<file path="src/rtl/gbe_mac_pkg.sv">
// ---------------------------------------------------------------------------
// gbe_mac_pkg
// Shared definitions for the GMII receive framer.
//   rx_state_e     receive framer states
//   PREAMBLE_BYTE  preamble octet seen on GMII before the SFD
//   SFD_BYTE       start-of-frame delimiter octet
//   CRC_INIT       CRC32 register value loaded at the SFD
//   CRC_POLY       reflected Ethernet CRC32 polynomial
//   CRC_RESIDUE    CRC register value after a frame with an intact FCS
//   LEN_W          width of the saturating frame byte counter
// ---------------------------------------------------------------------------
package gbe_mac_pkg;

  typedef enum logic [2:0] {
    RESYNC,
    IDLE,
    PRE,
    DATA,
    DROP,
    ABORT
  } rx_state_e;

  localparam logic [7:0]  PREAMBLE_BYTE = 8'h55;
  localparam logic [7:0]  SFD_BYTE      = 8'hD5;

  localparam logic [31:0] CRC_INIT      = 32'hFFFF_FFFF;
  localparam logic [31:0] CRC_POLY      = 32'hEDB8_8320;
  localparam logic [31:0] CRC_RESIDUE   = 32'hDEBB_20E3;

  localparam int          LEN_W         = 11;

endpackage

</file>
<file path="src/rtl/gbe_crc32_d8.sv">
// ---------------------------------------------------------------------------
// gbe_crc32_d8
// Combinational next-state function of the Ethernet CRC32 for one byte.
// Reflected (LSB-first) form, polynomial 0xEDB88320, no final inversion:
// the caller owns the register, its initial value and the residue check.
// Ports:
//   crc_in   in  32  current CRC register value
//   data_in  in  8   byte being absorbed, bit 0 first on the wire
//   crc_out  out 32  CRC register value after absorbing data_in
// ---------------------------------------------------------------------------
module gbe_crc32_d8
  import gbe_mac_pkg::*;
(
  input  logic [31:0] crc_in,
  input  logic [7:0]  data_in,
  output logic [31:0] crc_out
);

  logic [31:0] crc_work;

  // Bit-serial LFSR unrolled over the eight data bits; the data byte is
  // folded into the low bits up front since the reflected form shifts right.
  always_comb begin
    crc_work = crc_in ^ {24'h00_0000, data_in};
    for (int i = 0; i < 8; i++) begin
      if (crc_work[0]) begin
        crc_work = (crc_work >> 1) ^ CRC_POLY;
      end else begin
        crc_work = crc_work >> 1;
      end
    end
    crc_out = crc_work;
  end

endmodule

</file>
<file path="src/rtl/gbe_mac_rx.sv">
// ---------------------------------------------------------------------------
// gbe_mac_rx
// GMII receive framer in the mac_clk domain. Strips preamble and SFD, passes
// frame bytes downstream with the trailing 4-byte FCS removed, checks FCS,
// length and rx_er, and marks the end of every accepted frame with exactly
// one single-cycle good or bad pulse. Keeps wrapping good/bad frame counters.
// Parameters:
//   MIN_FRAME  minimum legal frame length, DA through FCS inclusive
//   MAX_FRAME  maximum legal frame length, DA through FCS inclusive
// Ports:
//   mac_clk           in   1   125 MHz GMII receive clock
//   mac_rst_n         in   1   asynchronous active-low reset
//   gmii_rxd          in   8   GMII receive data
//   gmii_rx_dv        in   1   GMII receive data valid
//   gmii_rx_er        in   1   GMII receive error
//   rx_enable         in   1   frame accept enable, sampled at the SFD
//   mac_rx_data       out  8   frame byte, FCS excluded
//   mac_rx_dvld       out  1   mac_rx_data valid
//   mac_rx_goodframe  out  1   pulse: frame just ended is good
//   mac_rx_badframe   out  1   pulse: frame just ended is bad
//   stat_good_cnt     out  16  good frame count, wrapping
//   stat_bad_cnt      out  16  bad frame count, wrapping
// All outputs are registered and reset to zero.
// ---------------------------------------------------------------------------
module gbe_mac_rx
  import gbe_mac_pkg::*;
#(
  parameter int MIN_FRAME = 64,
  parameter int MAX_FRAME = 1518
) (
  input  logic        mac_clk,
  input  logic        mac_rst_n,
  input  logic [7:0]  gmii_rxd,
  input  logic        gmii_rx_dv,
  input  logic        gmii_rx_er,
  input  logic        rx_enable,
  output logic [7:0]  mac_rx_data,
  output logic        mac_rx_dvld,
  output logic        mac_rx_goodframe,
  output logic        mac_rx_badframe,
  output logic [15:0] stat_good_cnt,
  output logic [15:0] stat_bad_cnt
);

  localparam logic [LEN_W-1:0] MIN_LEN   = LEN_W'(MIN_FRAME);
  localparam logic [LEN_W-1:0] MAX_LEN   = LEN_W'(MAX_FRAME);
  localparam logic [LEN_W-1:0] ABORT_LEN = LEN_W'(MAX_FRAME + 1);
  localparam logic [LEN_W-1:0] LEN_SAT   = '1;
  localparam logic [LEN_W-1:0] FCS_LEN   = LEN_W'(4);

  rx_state_e         state_q, state_d;
  logic [3:0][7:0]   dly_q, dly_d;
  logic [LEN_W-1:0]  len_q, len_d;
  logic              err_q, err_d;
  logic [31:0]       crc_q, crc_d;
  logic [7:0]        data_q, data_d;
  logic              dvld_q, dvld_d;
  logic              good_q, good_d;
  logic              bad_q, bad_d;
  logic [15:0]       good_cnt_q, good_cnt_d;
  logic [15:0]       bad_cnt_q, bad_cnt_d;

  logic [31:0]       crc_next;
  logic [LEN_W-1:0]  len_inc;
  logic              frame_good;
  logic              sfd_seen;
  logic              end_of_frame;

  gbe_crc32_d8 u_crc (
    .crc_in  (crc_q),
    .data_in (gmii_rxd),
    .crc_out (crc_next)
  );

  // The counter saturates so an oversize frame can never wrap back into the
  // legal length window; in practice ABORT stops it long before that.
  assign len_inc = (len_q == LEN_SAT) ? len_q : len_q + LEN_W'(1);

  // Verdict for the frame that is closing; only consulted at end of frame.
  assign frame_good = !err_q && (len_q >= MIN_LEN) && (len_q <= MAX_LEN) &&
                      (crc_q == CRC_RESIDUE);

  assign sfd_seen = gmii_rx_dv && (gmii_rxd == SFD_BYTE);

  // Next-state, datapath and output computation. The delay line keeps the
  // last four bytes so that the FCS is never forwarded: a byte is released
  // only once four newer bytes have been seen, so the last four of the frame
  // are naturally swallowed when dv drops.
  always_comb begin
    state_d      = state_q;
    dly_d        = dly_q;
    len_d        = len_q;
    err_d        = err_q;
    crc_d        = crc_q;
    data_d       = data_q;
    dvld_d       = 1'b0;
    good_d       = 1'b0;
    bad_d        = 1'b0;
    good_cnt_d   = good_cnt_q;
    bad_cnt_d    = bad_cnt_q;
    end_of_frame = 1'b0;

    case (state_q)
      RESYNC: begin
        if (!gmii_rx_dv) begin
          state_d = IDLE;
        end
      end

      IDLE, PRE: begin
        if (!gmii_rx_dv) begin
          state_d = IDLE;
        end else if (gmii_rxd == PREAMBLE_BYTE) begin
          state_d = PRE;
        end else if (sfd_seen && rx_enable) begin
          state_d = DATA;
          len_d   = '0;
          err_d   = 1'b0;
          crc_d   = CRC_INIT;
        end else begin
          state_d = DROP;
        end
      end

      DATA: begin
        if (gmii_rx_dv) begin
          dly_d = {dly_q[2:0], gmii_rxd};
          crc_d = crc_next;
          len_d = len_inc;
          if (gmii_rx_er) begin
            err_d = 1'b1;
          end
          if (len_inc == ABORT_LEN) begin
            err_d   = 1'b1;
            state_d = ABORT;
          end else if (len_q >= FCS_LEN) begin
            dvld_d = 1'b1;
            data_d = dly_q[3];
          end
        end else begin
          end_of_frame = 1'b1;
          state_d      = IDLE;
        end
      end

      DROP: begin
        if (!gmii_rx_dv) begin
          state_d = IDLE;
        end
      end

      ABORT: begin
        if (!gmii_rx_dv) begin
          end_of_frame = 1'b1;
          state_d      = IDLE;
        end
      end

      default: begin
        state_d = RESYNC;
      end
    endcase

    // Single verdict per frame; the counter moves with its pulse.
    if (end_of_frame) begin
      if (frame_good) begin
        good_d     = 1'b1;
        good_cnt_d = good_cnt_q + 16'd1;
      end else begin
        bad_d     = 1'b1;
        bad_cnt_d = bad_cnt_q + 16'd1;
      end
    end
  end

  // State and output registers. Reset lands in RESYNC so a frame already in
  // flight when reset lifts is ignored rather than parsed from its middle.
  always_ff @(posedge mac_clk or negedge mac_rst_n) begin
    if (!mac_rst_n) begin
      state_q    <= RESYNC;
      dly_q      <= '0;
      len_q      <= '0;
      err_q      <= 1'b0;
      crc_q      <= '0;
      data_q     <= '0;
      dvld_q     <= 1'b0;
      good_q     <= 1'b0;
      bad_q      <= 1'b0;
      good_cnt_q <= '0;
      bad_cnt_q  <= '0;
    end else begin
      state_q    <= state_d;
      dly_q      <= dly_d;
      len_q      <= len_d;
      err_q      <= err_d;
      crc_q      <= crc_d;
      data_q     <= data_d;
      dvld_q     <= dvld_d;
      good_q     <= good_d;
      bad_q      <= bad_d;
      good_cnt_q <= good_cnt_d;
      bad_cnt_q  <= bad_cnt_d;
    end
  end

  assign mac_rx_data      = data_q;
  assign mac_rx_dvld      = dvld_q;
  assign mac_rx_goodframe = good_q;
  assign mac_rx_badframe  = bad_q;
  assign stat_good_cnt    = good_cnt_q;
  assign stat_bad_cnt     = bad_cnt_q;

endmodule
</file>
<file path="config.mk">
export PLATFORM = sky130hd
export DESIGN_NAME = gbe_mac_rx
export DESIGN_NICKNAME = d
export VERILOG_FILES = /design/src/rtl/gbe_mac_pkg.sv /design/src/rtl/gbe_crc32_d8.sv /design/src/rtl/gbe_mac_rx.sv
export SDC_FILE = /design/constraint.sdc
export NUM_CORES = 1
export LEC_CHECK = 0
export ABC_CLOCK_PERIOD_IN_PS = 2900
export CORE_MARGIN = 5
export CORE_UTILIZATION = 58
export CTS_CLUSTER_DIAMETER = 120
export CTS_CLUSTER_SIZE = 25
export DETAILED_ROUTE_END_ITERATION = 8
export PLACE_DENSITY_LB_ADDON = 0.15
export SYNTH_ARGS = -nofsm -noshare
export SYNTH_HDL_FRONTEND = slang
export SYNTH_SLANG_ARGS = --single-unit
</file>
<file path="constraint.sdc">
create_clock -name mac_clk -period 2.9 [get_ports mac_clk]
set_input_delay 0.29 -clock mac_clk [delete_from_list [all_inputs] [get_ports mac_clk]]
set_output_delay 0.29 -clock mac_clk [all_outputs]
set_load 0.01 [all_outputs]
</file>
==> impl_metrics.json <==
{
  "status": "finished clean",
  "grt_pass1_wl_microns": 26500,
  "drive_gt1_frac": 0.103,
  "setup_tns_ns": 0,
  "ys_ff_latch": 122,
  "arrival_ns": 2.81,
  "clock-skew-final_ns": 0.00828,
  "hold_class": "reg2reg",
  "drc": 0,
  "p_sw_mw": 1.29,
  "first_iter_violations": 564,
  "worst_r2r_endpoint": "state_q[1]$_DFFE_PN0P_",
  "setup_viol": 0,
  "p_int_mw": 3.61,
  "async_reset_ff_frac": 1.00,
  "synthFlopType": "dfrtp_1",
  "dr.pass1.iters": 5,
  "h-tree-depth": 4,
  "critPathLaunchType": "flop",
  "clk_pin_slew_ns": 0.06,
  "vias_per_cell": 5.97,
  "hold_viol": 0,
  "fin_hold_ws_ns": 0.464,
  "grt.total_usage": 0.252,
  "vias": 5341,
  "antennaDiodeCount": 0,
  "cts_buffer_depth": 2,
  "ff2ff_path_depth": 6,
  "worst-path-max-fanout": 10,
  "required_ns": 3.21,
  "rsz0062_at_grt": "no",
  "finalCritPeriodShare": 0.862,
  "antenna_found_initial": 0,
  "placementRows": 38,
  "finalCriticalPeriod_ns": 2.50,
  "yosysSeqAreaShare": 0.464,
  "regArea_sq_um": 3050,
  "yosysUniqueCellTypes": 63,
  "cts_root_buffer": "clkbuf_16",
  "max_freq_ghz": 0.400,
  "maxCapViolations": 0,
  "fp.dieH_microns": 117,
  "hp-start": "dly_q[8]$_DFFE_PN0P_",
  "portBuffers": 55,
  "ir_worst_vdd_v": 0.000519,
  "gp_congestion": 0.950,
  "clk_latency_ns": 0.43,
  "drt-total-wl_microns": 15700,
  "syn_inst": 686,
  "r2r_setup_slack_ns": 0.40,
  "crit_type": "reg2reg",
  "multiInputGateArea_sq_um": 3300,
  "seqPwrFrac": 0.383,
  "slew_headroom": 0.477,
  "initial_core_util": 0.599,
  "finalNetCount": 759,
  "synth.net_count": 703,
  "avgRoutedWirePerCell_microns": 17.6,
  "clock-sinks": 122,
  "cts_buffers": 17,
  "die_x_microns": 117,
  "syn-mean-instance-area_sq_um": 9.59,
  "switching_share": 0.263,
  "crit_path_end_kind": "flop",
  "synth_enable_flop_cells": 0,
  "leakagePower_nw": 3.48,
  "hold_end": "dly_q[16]$_DFFE_PN0P_",
  "worstMarginPinSlew_ns": 0.784,
  "final_antenna_net_count": 0,
  "die_area_sq_um": 13600,
  "grt_pass1_vias": 5153,
  "startpoint": "len_q[1]$_DFFE_PN0P_",
  "grt_max_degree": 60,
  "r2r-start": "len_q[1]$_DFFE_PN0P_",
  "nFillCells": 806,
  "pwr-share-comb": 0.152,
  "yosysWarnings": 0,
  "core_area_sq_um": 11000,
  "syn_to_final_growth_pct": 20.9,
  "post_cts.repair.setup_buffers": 0,
  "dp_hpwl_microns": 10500,
  "pin_count": 56,
  "hold_depth": 2,
  "grt_remaining_overflow": 0,
  "drv_slew": 0,
  "power_density_nw_per_um2": 615,
  "synth_area_sq_um": 6580,
  "p_clk_frac": 0.466,
  "cts_tree": "done"
}
routing by layer:
layer / part of all wire / global-route usage / up-vias
met3: 0.049 / 0.0570 / 21
li1: - / - / 2527
met1: 0.45 / 0.347 / 2622
met4: 0.016 / 0.0820 / 0
met5: 0 / 0 / -
met2: 0.49 / 0.398 / 171
stage by stage:
stage,instances,instance area [sq um],util,setup slack [ns],power (mW)
final,895,7960,0.724,0.402,4.90
after global routing,895,7960,0.724,0.281,5.09
after CTS,895,7960,0.724,0.369,4.92
after detailed placement,862,7310,0.666,0.406,2.63
after global placement,862,7310,0.666,0.461,2.61
after floorplan,686,6580,-,0.524,2.38
power by group through the flow:
stage | Sequential (mW) | Combinational (mW) | Clock (mW)
floorplan | 1.89 | 0.497 | 0
global placement | 1.90 | 0.717 | 0
detailed placement | 1.90 | 0.735 | 0
CTS | 1.87 | 0.748 | 2.30
global route | 1.88 | 0.810 | 2.39
finish | 1.87 | 0.742 | 2.28
worst max path at each step:
stage | end | slack (ns)
after floorplan | state_q[1]$_DFFE_PN0P_ | 0.52
after global placement | stat_good_cnt[8]$_DFFE_PN0P_ | 0.46
after detailed placement | stat_good_cnt[8]$_DFFE_PN0P_ | 0.41
after CTS | stat_good_cnt[8]$_DFFE_PN0P_ | 0.37
after global routing | stat_good_cnt[8]$_DFFE_PN0P_ | 0.28
final | state_q[1]$_DFFE_PN0P_ | 0.40
cell type report:
type / instances / area share
Tap cell: 140 / 0.0220
Clock buffer: 19 / 0.0557
Multi-Input combinational cell: 508 / 0.415
Sequential cell: 122 / 0.384
Timing Repair Buffer: 77 / 0.0915
Clock inverter: 13 / 0.0242
Inverter: 16 / 0.00755
critical path, stage by stage, from the launching register on:
cell and delay, ns:
dfrtp_1 0.46, ha_1 0.33, and4_4 0.24, a21o_1 0.27
and3_1 0.32, or4_4 0.57, a21o_1 0.19
cells in the final DEF, fill, tap and decap left out, types with 7 or more instances in the layout:
master             n
a21oi_1           27
a22oi_1            8
a31oi_1           18
and3_1            10
buf_4             21
clkbuf_16         17
clkdlybuf4s50_1   54
dfrtp_1          122
inv_1             16
nand2_1          118
nand3_1           36
nand4_1           19
nor2_1            33
nor3_1            18
nor3b_1           10
o21ai_0            8
o22a_1            13
o31ai_1           10
xnor2_1           63
xnor2_2            7
xor2_1            33
synthesized netlist by cell type (all sizes together) (4+ instances only):
cell type | n | area share
nor2b | 4 | 0.0038
a31oi | 18 | 0.017
xor2 | 33 | 0.044
o21ai | 8 | 0.0061
nor2 | 34 | 0.019
a22oi | 8 | 0.0091
nor4 | 7 | 0.0076
nand4 | 21 | 0.022
or4 | 4 | 0.0057
nor3 | 20 | 0.017
ha | 4 | 0.0076
and4 | 6 | 0.0084
a21oi | 27 | 0.021
o22a | 13 | 0.017
nand2 | 119 | 0.068
nand3 | 36 | 0.027
o31ai | 10 | 0.011
and3 | 10 | 0.0095
xnor2 | 70 | 0.10
buf | 21 | 0.018
dfrtp | 122 | 0.46
clkbuf | 19 | 0.011
inv | 16 | 0.0091
nor3b | 10 | 0.011
cells by family (layout without fill, tap and decap cells):
kind of cell | count (synthesis) | count (layout) | synth area share
simple gates | 289 | 289 | 0.222
xor+xnor | 103 | 103 | 0.145
flops | 122 | 122 | 0.464
buf+inv | 56 | 125 | 0.0382
compound gates | 109 | 109 | 0.118
fa+ha+maj | 4 | 4 | 0.00761
mux | 3 | 3 | 0.00494
timing repair:
| item | in CTS | in global routing |
|---|---|---|
| setup endpoints to repair | 0 | 0 |
| gates resized for setup | 0 | 0 |
| endpoints found under the hold margin | 57 | 0 |
| hold buffers | 1 | 0 |
sequential cells by signal, indices dropped and copies added, names as in the netlist:
signal,flops
stat_bad_cnt,16
mac_rx_data,8
mac_rx_goodframe,1
crc_q,32
err_q,1
dly_q,32
mac_rx_dvld,1
len_q,11
stat_good_cnt,16
state_q,3
mac_rx_badframe,1
(Power assumes the default switching activity.)
